===== src/rtl/dump_fmt_pkg.sv =====
// ---------------------------------------------------------------------------
// dump_fmt_pkg
// Constants and types shared by the dump hex formatter.
//   - ASCII codes for the separator, line terminator and hex digit bases.
//   - state_t: the 3-bit FSM encoding (IDLE, HI, LO, SEP, CR, LF).
//   - cnt_width(): width of a counter that has to hold 0..n-1, minimum 1 bit.
// ---------------------------------------------------------------------------
package dump_fmt_pkg;

    localparam logic [7:0] ASCII_SPACE = 8'h20;
    localparam logic [7:0] ASCII_CR    = 8'h0D;
    localparam logic [7:0] ASCII_LF    = 8'h0A;
    localparam logic [7:0] ASCII_0     = 8'h30;
    localparam logic [7:0] ASCII_A     = 8'h41;

    typedef enum logic [2:0] {
        IDLE = 3'd0,
        HI   = 3'd1,
        LO   = 3'd2,
        SEP  = 3'd3,
        CR   = 3'd4,
        LF   = 3'd5
    } state_t;

    // $clog2(1) is 0, which would give a zero-width counter; clamp to 1 bit.
    function automatic int cnt_width(input int n);
        return (n > 1) ? $clog2(n) : 1;
    endfunction

endpackage


===== src/rtl/hex_nibble_to_ascii.sv =====
// ---------------------------------------------------------------------------
// hex_nibble_to_ascii
// Purely combinational map from a 4-bit value to its uppercase ASCII hex
// digit: 0x0-0x9 -> '0'-'9' (0x30-0x39), 0xA-0xF -> 'A'-'F' (0x41-0x46).
// Ports:
//   nibble  in   4  value to convert
//   ascii   out  8  ASCII character
// ---------------------------------------------------------------------------
module hex_nibble_to_ascii
    import dump_fmt_pkg::*;
(
    input  logic [3:0] nibble,
    output logic [7:0] ascii
);

    // Sixteen-entry constant table built at elaboration; the lookup itself
    // reduces to a small mux.
    logic [7:0] lut [16];

    generate
        for (genvar gi = 0; gi < 16; gi++) begin : g_lut
            if (gi < 10) begin : g_digit
                assign lut[gi] = ASCII_0 + 8'(gi);
            end else begin : g_letter
                assign lut[gi] = ASCII_A + 8'(gi - 10);
            end
        end
    endgenerate

    assign ascii = lut[nibble];

endmodule


===== src/rtl/dump_hex_formatter.sv =====
// ---------------------------------------------------------------------------
// dump_hex_formatter
// Turns the snooper's binary dump stream into printable hex text. Each byte
// becomes two uppercase hex characters; a space follows every
// BYTES_PER_GROUP bytes, and CR LF ends a line after BYTES_PER_LINE bytes or
// after a byte flagged as the last of a record. A line end suppresses the
// group space that would otherwise fall at the same point.
//
// Parameters:
//   BYTES_PER_LINE   bytes per text line (>= 1)
//   BYTES_PER_GROUP  bytes between spaces (1 .. BYTES_PER_LINE)
// Ports:
//   comm_clock  in   1   clock
//   reset       in   1   synchronous, active-high
//   in_valid    in   1   input byte available
//   in_ready    out  1   high only while idle
//   in_data     in   8   raw dump byte
//   in_last     in   1   byte ends a record (forces CR LF after it)
//   out_valid   out  1   registered, ASCII character available
//   out_ready   in   1   downstream accepts the character
//   out_data    out  8   registered ASCII character
//   line_count  out  16  completed lines since reset, wraps
// ---------------------------------------------------------------------------
module dump_hex_formatter
    import dump_fmt_pkg::*;
#(
    parameter int BYTES_PER_LINE  = 16,
    parameter int BYTES_PER_GROUP = 4
) (
    input  logic        comm_clock,
    input  logic        reset,
    input  logic        in_valid,
    output logic        in_ready,
    input  logic [7:0]  in_data,
    input  logic        in_last,
    output logic        out_valid,
    input  logic        out_ready,
    output logic [7:0]  out_data,
    output logic [15:0] line_count
);

    localparam int BCW = cnt_width(BYTES_PER_LINE);
    localparam int GCW = cnt_width(BYTES_PER_GROUP);

    localparam logic [BCW-1:0] LINE_LAST  = BCW'(BYTES_PER_LINE - 1);
    localparam logic [GCW-1:0] GROUP_LAST = GCW'(BYTES_PER_GROUP - 1);

    state_t           state_reg;
    logic [3:0]       lo_nibble_reg;
    logic             last_reg;
    logic [BCW-1:0]   byte_cnt_reg;
    logic [GCW-1:0]   group_cnt_reg;
    logic [15:0]      line_count_reg;
    logic             out_valid_reg;
    logic [7:0]       out_data_reg;

    logic [3:0]       nibble_sel;
    logic [7:0]       nibble_ascii;

    // The high nibble's character is loaded into out_data on the accept
    // edge, straight from in_data, so only the low nibble has to be kept
    // for the following LO character.
    assign nibble_sel = (state_reg == IDLE) ? in_data[7:4] : lo_nibble_reg;

    hex_nibble_to_ascii u_hex (
        .nibble (nibble_sel),
        .ascii  (nibble_ascii)
    );

    assign in_ready   = (state_reg == IDLE);
    assign out_valid  = out_valid_reg;
    assign out_data   = out_data_reg;
    assign line_count = line_count_reg;

    // Every output is computed one edge ahead of the state that presents
    // it, so out_valid/out_data come straight from flops and only change
    // when the current character has been taken (or on accept from IDLE).
    always_ff @(posedge comm_clock) begin
        if (reset) begin
            state_reg      <= IDLE;
            lo_nibble_reg  <= 4'h0;
            last_reg       <= 1'b0;
            byte_cnt_reg   <= '0;
            group_cnt_reg  <= '0;
            line_count_reg <= 16'h0000;
            out_valid_reg  <= 1'b0;
            out_data_reg   <= 8'h00;
        end else begin
            case (state_reg)
                IDLE: begin
                    if (in_valid) begin
                        lo_nibble_reg <= in_data[3:0];
                        last_reg      <= in_last;
                        out_valid_reg <= 1'b1;
                        out_data_reg  <= nibble_ascii;
                        state_reg     <= HI;
                    end
                end

                HI: begin
                    if (out_ready) begin
                        out_data_reg <= nibble_ascii;
                        state_reg    <= LO;
                    end
                end

                LO: begin
                    if (out_ready) begin
                        byte_cnt_reg <= byte_cnt_reg + BCW'(1);
                        if (group_cnt_reg == GROUP_LAST) begin
                            group_cnt_reg <= '0;
                        end else begin
                            group_cnt_reg <= group_cnt_reg + GCW'(1);
                        end

                        // Line end is checked first so a group boundary that
                        // coincides with it never leaves a trailing space.
                        if (last_reg || (byte_cnt_reg == LINE_LAST)) begin
                            out_data_reg <= ASCII_CR;
                            state_reg    <= CR;
                        end else if (group_cnt_reg == GROUP_LAST) begin
                            out_data_reg <= ASCII_SPACE;
                            state_reg    <= SEP;
                        end else begin
                            out_valid_reg <= 1'b0;
                            out_data_reg  <= 8'h00;
                            state_reg     <= IDLE;
                        end
                    end
                end

                SEP: begin
                    if (out_ready) begin
                        out_valid_reg <= 1'b0;
                        out_data_reg  <= 8'h00;
                        state_reg     <= IDLE;
                    end
                end

                CR: begin
                    if (out_ready) begin
                        out_data_reg <= ASCII_LF;
                        state_reg    <= LF;
                    end
                end

                LF: begin
                    if (out_ready) begin
                        // Counters restart here rather than in LO so that a
                        // short (in_last) line also starts the next line clean.
                        byte_cnt_reg   <= '0;
                        group_cnt_reg  <= '0;
                        line_count_reg <= line_count_reg + 16'd1;
                        out_valid_reg  <= 1'b0;
                        out_data_reg   <= 8'h00;
                        state_reg      <= IDLE;
                    end
                end

                default: begin
                    out_valid_reg <= 1'b0;
                    out_data_reg  <= 8'h00;
                    state_reg     <= IDLE;
                end
            endcase
        end
    end

endmodule

===== config.mk =====
export PLATFORM = sky130hd
export DESIGN_NAME = dump_hex_formatter
export DESIGN_NICKNAME = d
export VERILOG_FILES = /design/src/rtl/dump_fmt_pkg.sv /design/src/rtl/hex_nibble_to_ascii.sv /design/src/rtl/dump_hex_formatter.sv
export SDC_FILE = /design/constraint.sdc
export NUM_CORES = 1
export LEC_CHECK = 0
export CORE_UTILIZATION = 30
export DETAILED_ROUTE_END_ITERATION = 10
export PLACE_DENSITY = 0.56
export SLEW_MARGIN = 20
export SYNTH_ARGS = -nofsm -noshare
export SYNTH_HDL_FRONTEND = slang
export SYNTH_SLANG_ARGS = --single-unit

===== constraint.sdc =====
create_clock -name comm_clock -period 2.1 [get_ports comm_clock]
set_input_delay 0.42 -clock comm_clock [delete_from_list [all_inputs] [get_ports comm_clock]]
set_output_delay 0.42 -clock comm_clock [all_outputs]
set_load 0.03 [all_outputs]

==> run metrics <==
status complete, no violations; crit path time final 1900 ps; slowest CP cell clkdlybuf4s50_1; Tcrit/Tclk final 0.904; Worst slew margin 0.654; Final ANT Viol Nets 0; CP Capture Type output pin; average wire per standard cell 12.7 µm; synth warn 0; Post-synth EDFFs 0; Top Ports 39; Final Instance Area 2600 µm²; ys async rst share 0; cell family with most CP delay buffers and inverters; Mapped Cells 231; Sw Share 0.316; setup ws final 202 ps; Clk pwr share 0.270; Synth Cell Area 2000 µm²; total track usage 0.137; Sw Pwr 607 µW; Clk pin slew, worst setup/hold paths 80 ps; Max Clk Rate 527 MHz; Yosys reg bits 38; Longest Clk Path Bufs 2; post-CTS setup buffer count 0; Final Skew 9.25 ps; grt ovf 0; synth unique cells 49; required time at the worst-slack endpoint 1680 ps; final wirelength 4500 µm; First-pass DRT Iterations 4; TritonCTS Buffers 5; Core Area 6390 µm²; drt drc 0; syn nets 248; first-pass GRT wire length 7870 µm; Final Hold Fails 0; HP Class flip-flop to flip-flop; PwrDens 738 nW/µm²; initial drt markers 50; Reg power frac 0.421; via count 1778; Placement Cell Area 2510 µm²; Antenna diodes 0; leak pwr 0.959 nW; Power, Total 1.92 mW; post-CTS resize count 0; Die Y 83.6 µm; Buffers & Inverters on Critical Path 1; Max stage delay on crit path 730 ps; register area share after synthesis 0.381; Critical Path Start Type flip-flop; DPL Wire Length 3280 µm; setup violators final 0; Avg Inst Size Synth 8.65 µm²; Max rail drop VDD 348 µV; max reg flops 16; Setup Total Neg Slack 0 ps; Rows 29; via density per instance 5.04; Die W 83.6 µm; Starting Density 0.313; CP arrival 1480 ps; # placed instances 345; CP Class flip-flop to output pin; crit path cell chain clkdlybuf4s50_1; RSZ-0062 raised after global routing false; Combinational Power Share 0.309; top_reg_cell synth dfxtp_1; share of layout cells above drive strength 1 0.127; pin count of the biggest net entering global routing 20; Nets 292; post-cts hold buffer count 0; P_int 1.31 mW; CTS tree built; H-tree Lvls 2; Die Area 6990 µm²; port buffer count 37; Max Cap Violations 0; non-filler instance count after layout 353; CTS root buf clkbuf_8; clock sink count 38; Slew Limit Fails 0; initial antenna violation count 0; vias in the first global route 1737; fill count 646; worst-margin pin slew 517 ps; crit-path max FO 4; DP Worst Slack -16.3 ps; gpl congestion 0.756; Layout area overhead 30.2%; later-pin clock latency in the skew report 290 ps
## synth_stat cells, drive strengths merged (2+ instances only)
cell	instances	area share
xor2	7	0.031
or3	7	0.022
nor4	4	0.019
nor2b	2	0.0063
nor3	5	0.018
inv	5	0.0094
or2	2	0.0063
clkbuf	7	0.013
nor2	41	0.077
buf	8	0.027
and2	2	0.0063
nand2	11	0.021
nand2b	3	0.0094
a21oi	11	0.028
ha	4	0.025
o2bb2ai	2	0.0088
dfxtp	38	0.38
mux2i	15	0.075
a22oi	3	0.011
a2111oi	2	0.012
xnor2	9	0.039
a31oi	3	0.0094
nand3	4	0.013
and3	3	0.0094
mux2	2	0.011
nand4	7	0.029
o21ai	10	0.025
## stage by stage
step | utilization | hold WS, ps
final | 0.408 | 472
after global routing | 0.408 | 496
after CTS | 0.408 | 470
after detailed placement | 0.393 | 450
after global placement | 0.393 | 455
after floorplan | - | 465
## placed cells by master, fill, tap and decap left out, types with 4 or more instances in the layout
| cell type | netlist | final |
|---|---|---|
| nor2_1 | 41 | 41 |
| dfxtp_1 | 38 | 38 |
| clkdlybuf4s50_1 | 0 | 36 |
| buf_4 | 3 | 16 |
| mux2i_1 | 15 | 15 |
| a21oi_1 | 11 | 11 |
| nand2_1 | 11 | 11 |
| o21ai_0 | 10 | 10 |
| xnor2_1 | 9 | 9 |
| xor2_1 | 7 | 7 |
| or3_1 | 7 | 7 |
| nand4_1 | 6 | 6 |
| clkbuf_8 | 0 | 6 |
| inv_1 | 5 | 5 |
| nor3_1 | 4 | 4 |
## metal layers
| metal | global-route usage | share of wire | vias up | routed length [µm] |
|---|---|---|---|---|
| met5 | 0 | 0 | - | 0 |
| met4 | 0.0431 | 0.014 | 0 | 63 |
| met3 | 0.0307 | 0.037 | 6 | 166 |
| met2 | 0.221 | 0.46 | 34 | 2070 |
| met1 | 0.181 | 0.49 | 840 | 2200 |
| li1 | - | - | 898 | - |
## power by group through the flow
stage | combinational (mW) | clock, mW | sequential, mW
finish | 0.593 | 0.518 | 0.809
global route | 0.652 | 0.565 | 0.815
detailed placement | 0.597 | 0 | 0.826
global placement | 0.598 | 0 | 0.827
floorplan | 0.360 | 0 | 0.877
CTS | 0.599 | 0.540 | 0.810
## final cells by class
| class | instances | area (µm²) | share of cell area |
|---|---|---|---|
| Multi-Input combinational cell | 173 | 1150 | 0.444 |
| Sequential cell | 38 | 761 | 0.292 |
| Timing Repair Buffer | 52 | 480 | 0.185 |
| Tap cell | 77 | 96.3 | 0.0370 |
| Clock buffer | 7 | 86.3 | 0.0332 |
| Inverter | 5 | 18.8 | 0.00721 |
| Clock inverter | 1 | 5.00 | 0.00192 |
## cells by family after synthesis
| family | after synthesis | share of synthesized area |
|---|---|---|
| and+or+nand+nor | 97 | 0.261 |
| other | 1 | 0.00188 |
| buffers and inverters | 20 | 0.0495 |
| DFF | 38 | 0.381 |
| adders and majority gates | 4 | 0.0250 |
| muxes | 17 | 0.0864 |
| AOI/OAI and AO/OA | 38 | 0.125 |
| xor gates and xnor gates | 16 | 0.0701 |
## path summary, 6_finish.rpt
| check | from | to | slack (ps) | cells past startpoint |
|---|---|---|---|---|
| max | line_count[0] | line_count[0] | 200 | 1 |
| min | out_data[0] | out_data[0] | 470 | 1 |
| max reg2reg | state_reg[1] | out_data[1] | 230 | 7 |
| min reg2reg | out_data[0] | out_data[0] | 470 | 1 |
(Power assumes the default switching activity.)
==> RTL edit: new RTL, config.mk and constraints unchanged <==
The 6 states of `state_t` get a Gray code encoding in 3 bits.
--- a/src/rtl/dump_fmt_pkg.sv
+++ b/src/rtl/dump_fmt_pkg.sv
@@ -14,12 +14,12 @@
     localparam logic [7:0] ASCII_A     = 8'h41;
 
     typedef enum logic [2:0] {
-        IDLE = 3'd0,
-        HI   = 3'd1,
-        LO   = 3'd2,
-        SEP  = 3'd3,
-        CR   = 3'd4,
-        LF   = 3'd5
+        IDLE = 3'b000,
+        HI   = 3'b001,
+        LO   = 3'b011,
+        SEP  = 3'b010,
+        CR   = 3'b110,
+        LF   = 3'b111
     } state_t;
 
     // $clog2(1) is 0, which would give a zero-width counter; clamp to 1 bit.
Formal check against the unedited RTL: same outputs for any inputs over 10 cycles, from zero or initial values and one cycle with reset high; not proved beyond that.
==> RTL edit against the original RTL <==
Final area grew 3.8%. Hold slack worse by 3.0 ps. Routed wire length up 11%. Synthesized area is 4.1% higher. Synthesized cell count up 9.1%. Clock skew shrank 4.3 ps. Setup slack worse by 26 ps. Sequential power is 5.3% lower. Power decreased by 12%. Sequential cell count unchanged. Count of clock-buffer cells in the layout unchanged. Non-clock buffer count increased by 4. Critical endpoint is now line_count[2].
==> RTL edit: results (changes against the original RTL) <==
status finished, final reports clean; share of cells above drive strength 1 12.75% (+0.071 points); Post-CTS Resized 0 (unchanged); pin count of the biggest net entering global routing 23 (+15%); WL met3 204 um (+23%); HP Class flop to flop; min-delay src out_data[6]; vias in the first global route 1742 (+0.29%); R2R cell count 9 (+2); 1st-iter DRT viols 69 (+38%); Max Clock Skew 4.982 ps (-4.270 ps); initial antenna violation count 0 (unchanged); worst-path maximum fanout 6 (+2); VDD IR max 0.2559 mV (-27%); Pleak 0.0009550 uW (-0.47%); capturing point of the worst reg2reg path out_data[0]; Final nets 315 (+7.9%); DP HPWL 3.573 mm (+8.9%); first-pass GRT wire length 8.307 mm (+5.5%); CP arrival 1500 ps (+20 ps); Commonest cells post-synth dfxtp_1 (38), nor2_1 (27), a21oi_1 (26), nand2_1 (21); Netlist cell types 51 (+4.1%); DR WL met2 2.163 mm (+4.5%); vias per std cell 5.192 (+3.1%); ranking of synthesized cells by area dfxtp_1 (37%), a21oi_1 (6.3%), nor2_1 (4.9%); GRT Total Usage 14.26% (+0.57 points); sw power 449.8 uW (-26%); GPL Wtd Cong 0.7723 (+2.1%); WHS Endpoint out_data[6]; R2R Path Start state_reg[2]; Hold Path Depth 2 (+1); met1 WL 2.532 mm (+15%); Hold WS 468.5 ps (-3.033 ps); final WL 4.970 mm (+11%); Area after DPL 2595 um2 (+3.3%); Seq/Total Area, Yosys 36.58% (-1.5 points); post-synth net total 270 (+8.9%); Filler cells 668 (+3.4%)
## RTL edit: changes by cell type in the layout (fill, tap and decap cells not counted), sizes merged, moves of 5 or more
cell	change
nand3	+8
o21ai	-7
or4	+5
nand2	+10
nor3	+5
nor2	-14
mux2i	-10
or3	-5
a21oi	+15
## RTL edit: logic make-up (layout without fill, tap and decap cells)
logic type / Yosys count / after routing / synth area share (%)
flip-flops: 38 / 38 / 36.58
adder cells (fa/ha/maj): 5 / 5 / 3.008
AO/OA/AOI/OAI: 53 / 53 / 16.55
XOR/XNOR: 10 / 10 / 4.212
AND/OR/NAND/NOR: 109 / 109 / 27.92
multiplexers: 11 / 11 / 5.656
other: 1 / 1 / 0.1803
buffers and inverters: 25 / 71 / 5.897
## RTL edit: per-layer routing
metal / global-route usage, % / vias to the layer above
met3: 2.432 / 5
met4: 5.758 / 0
met1: 20.65 / 907
li1: - / 994
met2: 20.89 / 41
met5: 0 / -
## RTL edit: final cells by class
class                      count  share of cell area (%)
sequential                    38                   28.16
clock inverter                 1                   1.112
clock buffer                   7                   2.825
inverter                       7                  0.9727
multi-input combinational    189                   44.46
timing repair buffer          56                   18.90
tap                           77                   3.566
## RTL edit: how the worst max path moves through the flow
stage,startpoint,slack (ps),cells after the start,endpoint
after floorplan,state_reg[2],40,9,out_data[0]
after global placement,out_ready,30,5,line_count[14]
after detailed placement,out_ready,-20,5,line_count[12]
after CTS,line_count[2],150,1,line_count[2]
after global routing,state_reg[2],120,9,out_data[0]
final,line_count[2],180,1,line_count[2]
## RTL edit: power groups by stage
stage                     Clock (uW)  Sequential, uW  Combinational, uW
after floorplan                    0             809                181
after global placement             0             783                318
after detailed placement           0             783                320
after CTS                        626             766                322
after global routing             659             770                354
final                            610             766                322
## RTL edit: per-stage QoR
| stage | power, uW | cells | util (%) | setup TNS [ps] | setup WS, ps |
|---|---|---|---|---|---|
| after floorplan | 989.5 | 252 | - | 0 | 42.93 |
| after global placement | 1102 | 367 | 39.73 | 0 | 33.98 |
| after detailed placement | 1104 | 367 | 39.73 | -42.45 | -23.72 |
| after CTS | 1714 | 375 | 41.36 | 0 | 150.8 |
| after global routing | 1783 | 375 | 41.36 | 0 | 124.3 |
| final | 1697 | 375 | 41.36 | 0 | 176.4 |
